<file path="src/rtl/window_streamer.sv">
// 3x3 sliding-window generator over a raster frame in sync-read memory.
// Two line buffers, a 2-column shift window, 1-entry hold, valid/ready out.
//
// Ports:
//   clk, rst        clock, async active-high reset
//   start           one-cycle frame start, ignored while busy
//   busy            frame in progress
//   mem_en/addr     read strobe and raster address to image memory
//   mem_dout        read data, valid the cycle after mem_en
//   win_data        3x3 window, row-major, top-left in MS bits
//   win_row/col     top-left coordinate of win_data
//   win_valid/ready output handshake
//   frame_done      one-cycle pulse after the last window transfers
module window_streamer #(
  parameter int PIX_W = 8,
  parameter int IMG_W = 100,
  parameter int IMG_H = 100,
  parameter int AW = $clog2(IMG_W*IMG_H),
  parameter int XW = $clog2(IMG_W),
  parameter int YW = $clog2(IMG_H)
) (
  input  logic             clk,
  input  logic             rst,
  input  logic             start,
  output logic             busy,
  output logic             mem_en,
  output logic [AW-1:0]    mem_addr,
  input  logic [PIX_W-1:0] mem_dout,
  output logic [9*PIX_W-1:0] win_data,
  output logic [YW-1:0]    win_row,
  output logic [XW-1:0]    win_col,
  output logic             win_valid,
  input  logic             win_ready,
  output logic             frame_done
);

  localparam int NPIX = IMG_W*IMG_H;
  localparam logic [AW:0] N_END = (AW+1)'(NPIX);
  localparam logic [AW:0] N_LAST = (AW+1)'(NPIX-1);
  localparam logic [XW-1:0] X_LAST = XW'(IMG_W-1);

  typedef enum logic [1:0] {
    IDLE, FETCH, DRAIN, DONE
  } state_t;

  state_t state;

  // n is one bit wider so it can reach IMG_W*IMG_H
  logic [AW:0] n;
  logic rd_vld;
  logic hold_vld;
  logic [PIX_W-1:0] hold_pix;
  logic [XW-1:0] px;
  logic [YW-1:0] py;

  logic [PIX_W-1:0] lb0 [IMG_W];
  logic [PIX_W-1:0] lb1 [IMG_W];

  // Only two window columns are stored; the
  // third is the incoming column itself.
  logic [PIX_W-1:0] c1t, c1m, c1b;
  logic [PIX_W-1:0] c2t, c2m, c2b;

  logic stall, src_vld, completes;
  logic take, park, emit;
  logic issue, drained;
  logic [PIX_W-1:0] src_pix, top, mid;

  always_comb begin
    stall = win_valid & ~win_ready;
    src_vld = rd_vld | hold_vld;
    src_pix = hold_vld ? hold_pix : mem_dout;
    completes = (py >= YW'(2)) &
                (px >= XW'(2));
    // Border pixels never need the output
    // register, so they are never parked.
    take = src_vld &
           (~stall | ~completes);
    park = rd_vld & ~take;
    emit = take & completes;
    issue = (state == FETCH) &
            (n < N_END) &
            ~stall & ~hold_vld;
    drained = ~rd_vld & ~hold_vld &
              (~win_valid | win_ready);
    top = lb1[px];
    mid = lb0[px];
  end

  assign mem_en = issue;
  assign mem_addr = n[AW-1:0];

  always_ff @(posedge clk or posedge rst) begin
    if (rst) begin
      state <= IDLE;
      n <= '0;
      rd_vld <= 1'b0;
      hold_vld <= 1'b0;
      hold_pix <= '0;
      px <= '0;
      py <= '0;
      busy <= 1'b0;
      frame_done <= 1'b0;
      win_valid <= 1'b0;
      win_data <= '0;
      win_row <= '0;
      win_col <= '0;
    end else begin
      rd_vld <= issue;
      frame_done <= 1'b0;

      if (issue)
        n <= n + (AW+1)'(1);

      if (park) begin
        hold_vld <= 1'b1;
        hold_pix <= mem_dout;
      end else if (hold_vld & take) begin
        hold_vld <= 1'b0;
      end

      if (take) begin
        if (px == X_LAST) begin
          px <= '0;
          py <= py + YW'(1);
        end else begin
          px <= px + XW'(1);
        end
      end

      if (emit) begin
        win_valid <= 1'b1;
        win_data <= {c1t, c2t, top,
                     c1m, c2m, mid,
                     c1b, c2b, src_pix};
        win_row <= py - YW'(2);
        win_col <= px - XW'(2);
      end else if (win_ready) begin
        win_valid <= 1'b0;
      end

      unique case (state)
        IDLE: begin
          if (start) begin
            state <= FETCH;
            busy <= 1'b1;
            n <= '0;
            px <= '0;
            py <= '0;
            hold_vld <= 1'b0;
          end
        end
        FETCH: begin
          if (issue && n == N_LAST)
            state <= DRAIN;
        end
        DRAIN: begin
          if (drained) begin
            state <= DONE;
            busy <= 1'b0;
            frame_done <= 1'b1;
          end
        end
        DONE: state <= IDLE;
      endcase
    end
  end

  // Buffer contents need no reset: every
  // entry is rewritten before it is read.
  always_ff @(posedge clk) begin
    if (take) begin
      lb1[px] <= lb0[px];
      lb0[px] <= src_pix;
      c1t <= c2t;
      c2t <= top;
      c1m <= c2m;
      c2m <= mid;
      c1b <= c2b;
      c2b <= src_pix;
    end
  end

endmodule
</file>
<file path="config.mk">
export PLATFORM = sky130hd
export DESIGN_NAME = window_streamer
export DESIGN_NICKNAME = d
export VERILOG_FILES = /design/src/rtl/window_streamer.sv
export SDC_FILE = /design/constraint.sdc
export NUM_CORES = 2
export LEC_CHECK = 0
export ABC_AREA = 0
export ABC_CLOCK_PERIOD_IN_PS = 14600
export CAP_MARGIN = 20
export CORE_ASPECT_RATIO = 0.7
export CORE_MARGIN = 8
export CORE_UTILIZATION = 30
export CTS_CLUSTER_DIAMETER = 40
export DETAILED_ROUTE_END_ITERATION = 7
export MAX_ROUTING_LAYER = met4
export PLACE_DENSITY = 0.41
export SLEW_MARGIN = 40
export SYNTH_ARGS = -nofsm -noshare
export SYNTH_HDL_FRONTEND = slang
export SYNTH_SLANG_ARGS = --single-unit
</file>
<file path="constraint.sdc">
create_clock -name clk -period 14.6 [get_ports clk]
set_clock_uncertainty 0.1 [all_clocks]
set_input_delay 2.92 -clock clk [delete_from_list [all_inputs] [get_ports clk]]
set_output_delay 2.92 -clock clk [all_outputs]
set_load 0.05 [all_outputs]
</file>
==> out/results.tsv <==
stage	metric	value	unit
timing	tns	0	ns
synthesis	ys_ff_latch	1778	
cts	cts_tree	yes	
critical_path	cp-start-kind	input pin	
finish	fin_cells	7295	
synthesis	netlist_instances	3837	
placement	detailed_place.area	74400	um2
power_and_ir_drop	total_power	15.5	mW
synthesis	ys.flop_type	edfxtp_1	
global_routing	grt_max_degree	105	
placement	dp_cells	6917	
cts	clkSinkCount	1778	
synthesis	syn_area_per_cell	17.8	um2
drt	drc	0	
critical_path	cp_max_fo	16	
drt	detail_route.wirelength	219	mm
synthesis	synthTopCellsByArea	edfxtp_1, mux2i_1, dfrtp_1	
cts	cts.htree.levels	4	
placement	io_buffers	115	
die	start_util	0.302	
cts	cts_buffers	205	
run_status	status	complete, no violations	
global_routing	antenna_found_initial	12	
synthesis	yosys.area.top_type	edfxtp_1	
die	row_count	146	
cts	cts_buffer_depth	4	
die	fp.dieW	587	um
drt	antenna_left	0	
cts	post-cts-setup-buffers	0	
die	io_pins	116	
synthesis	syn_area	68400	um2
timing	setup_viol	0	
finish	final_nets	4117	
placement	hpwlAfterDp	133	mm
cts	clk_pin_slew	0.06	ns
synthesis	syn-num-nets	3864	
timing	setup_slack	6.20	ns
drt	viasPerCell	5.00	
timing	timing.fmax	119	MHz
power_and_ir_drop	power_leakage	26.0	nW
cts	clockRootBuffer	clkbuf_16	
min_path	hp-class	flop to flop	
critical_path	crit_type	input pin to primary output	
power_and_ir_drop	peakVddDrop	0.000217	V
cts	cts_resized	0	
placement	post-place-ws	6.25	ns
cts	holdBufCountCts	0	
timing	finalCritPeriodShare	0.575	
synthesis	yosys.area.top_type_share	0.724	
synthesis	ys_seq_area_frac	0.771	
finish	fin_area	81300	um2
finish	final_common_cell	edfxtp_1	
finish	area_growth	18.9	%
timing	whs	0.347	ns
die	core-area	226000	um2
power_and_ir_drop	p_per_area	191	nW/um2
timing	min_period	8.40	ns
critical_path	cp-end-kind	primary output	
global_routing	first_global_vias	35400	
timing	maxSlewHeadroom	0.354	
global_routing	grt.total_usage	0.179	
timing	worst_slew_pin_slew	0.968	ns
drt	dr_total_vias	36400	
cts	clk_latency	0.83	ns
finish	final_cell_mix	edfxtp_1, mux2i_1, o22ai_1	
critical_path	cp.required	11.58	ns
timing	hold_viol_final	0	
global_routing	grt.overflow.total	0	
synthesis	synthDistinctLibCells	51	
drt	drt_pass1_iterations	5	
critical_path	worstPathArrival	5.38	ns
timing	maxSlewViolCount	0	
placement	place_congestion	0.784	
timing	grt_setup_unrepaired	no	
synthesis	synth_edf_count	1648	
die	die-area	244000	um2
flow_run	cap_violations	0	
die	die_h	415	um
drt	wl_per_cell	30.0	um
drt	drt_iter0_drc	3536	
finish	drive_gt1_frac	0.161	
finish	fin_util	0.359	
global_routing	grt_pass1_wl	300	mm
synthesis	ys_async_sr_fraction	0.0731	
synthesis	yosysWarningCount	0	
[kinds of logic after synthesis]
| logic type | share of synthesized area |
|---|---|
| flip-flops | 0.771 |
| multiplexers | 0.130 |
| AO/OA/AOI/OAI | 0.0455 |
| AND/OR/NAND/NOR | 0.0313 |
| buffers and inverters | 0.0156 |
| XOR/XNOR | 0.00371 |
| adder cells (fa/ha/maj) | 0.00274 |
[worst max-delay path, cell delays in order]
cell             delay, ns
clkdlybuf4s50_1       0.50
nand2b_1              0.21
nand3_1               0.17
a211oi_4              0.64
clkdlybuf4s50_1       0.94
[flip-flops by register name, summed over array words and instances, names as in the netlist]
signal	cells
c1b	8
lb1	800
rd_vld	1
win_col	7
hold_pix	8
win_data	72
py	7
n	15
px	7
win_valid	1
win_row	7
c2m	8
frame_done	1
busy	1
state	2
c2b	8
hold_vld	1
lb0	800
c1m	8
c1t	8
c2t	8
[Yosys cell counts, drive strengths merged (2+ instances only)]
master / n
or3: 2
nand2: 60
nand4bb: 7
nor3: 52
xnor2: 9
a31oi: 2
nor4: 50
mux2: 72
nand4: 11
nand4b: 4
o41ai: 16
edfxtp: 1648
o2111ai: 49
buf: 112
inv: 12
dfrtp: 130
mux2i: 770
a211oi: 3
nand3: 18
o31ai: 16
nand2b: 3
nor2: 216
or4b: 6
a21oi: 3
ha: 15
clkbuf: 118
and2: 5
o22a: 16
mux4: 16
o21ai: 34
and3: 5
o22ai: 320
xor2: 20
nor2b: 6
[cell type report]
class,count,area [um2]
Antenna cell,13,32.5
Clock buffer,242,5440
Clock inverter,123,1410
Fill cell,21100,145000
Inverter,12,52.6
Multi-Input combinational cell,1817,15300
Sequential cell,1778,52700
Tap cell,3034,3800
Timing Repair Buffer,276,2500
[metal layers]
metal | GRT usage | vias to the layer above | share of wire
li1 | - | 15900 | -
met4 | 0.0337 | 0 | 0.018
met2 | 0.252 | 998 | 0.42
met1 | 0.266 | 19300 | 0.50
met5 | - | - | 0
met3 | 0.0370 | 241 | 0.065
[power breakdown]
group / total, mW / switching [mW] / internal, mW
combinational: 3.67 / 2.67 / 1.00
sequential: 6.56 / 0.133 / 6.42
clock: 5.26 / 2.12 / 3.15
[path summary, 6_finish.rpt]
check / start / end / slack (ns) / cells after the start
max: win_ready / mem_en / 6.20 / 5
min: c2m[4] / c1m[4] / 0.35 / 0
max reg2reg: px[1] / lb1[90][5] / 8.50 / 10
min reg2reg: c2m[4] / c1m[4] / 0.35 / 0
max in group asynchronous: rst / px[1] / 10.84 / 3
min in group asynchronous: rst / win_data[21] / 2.48 / 2
Note: power is estimated with default switching activity, not from simulation.
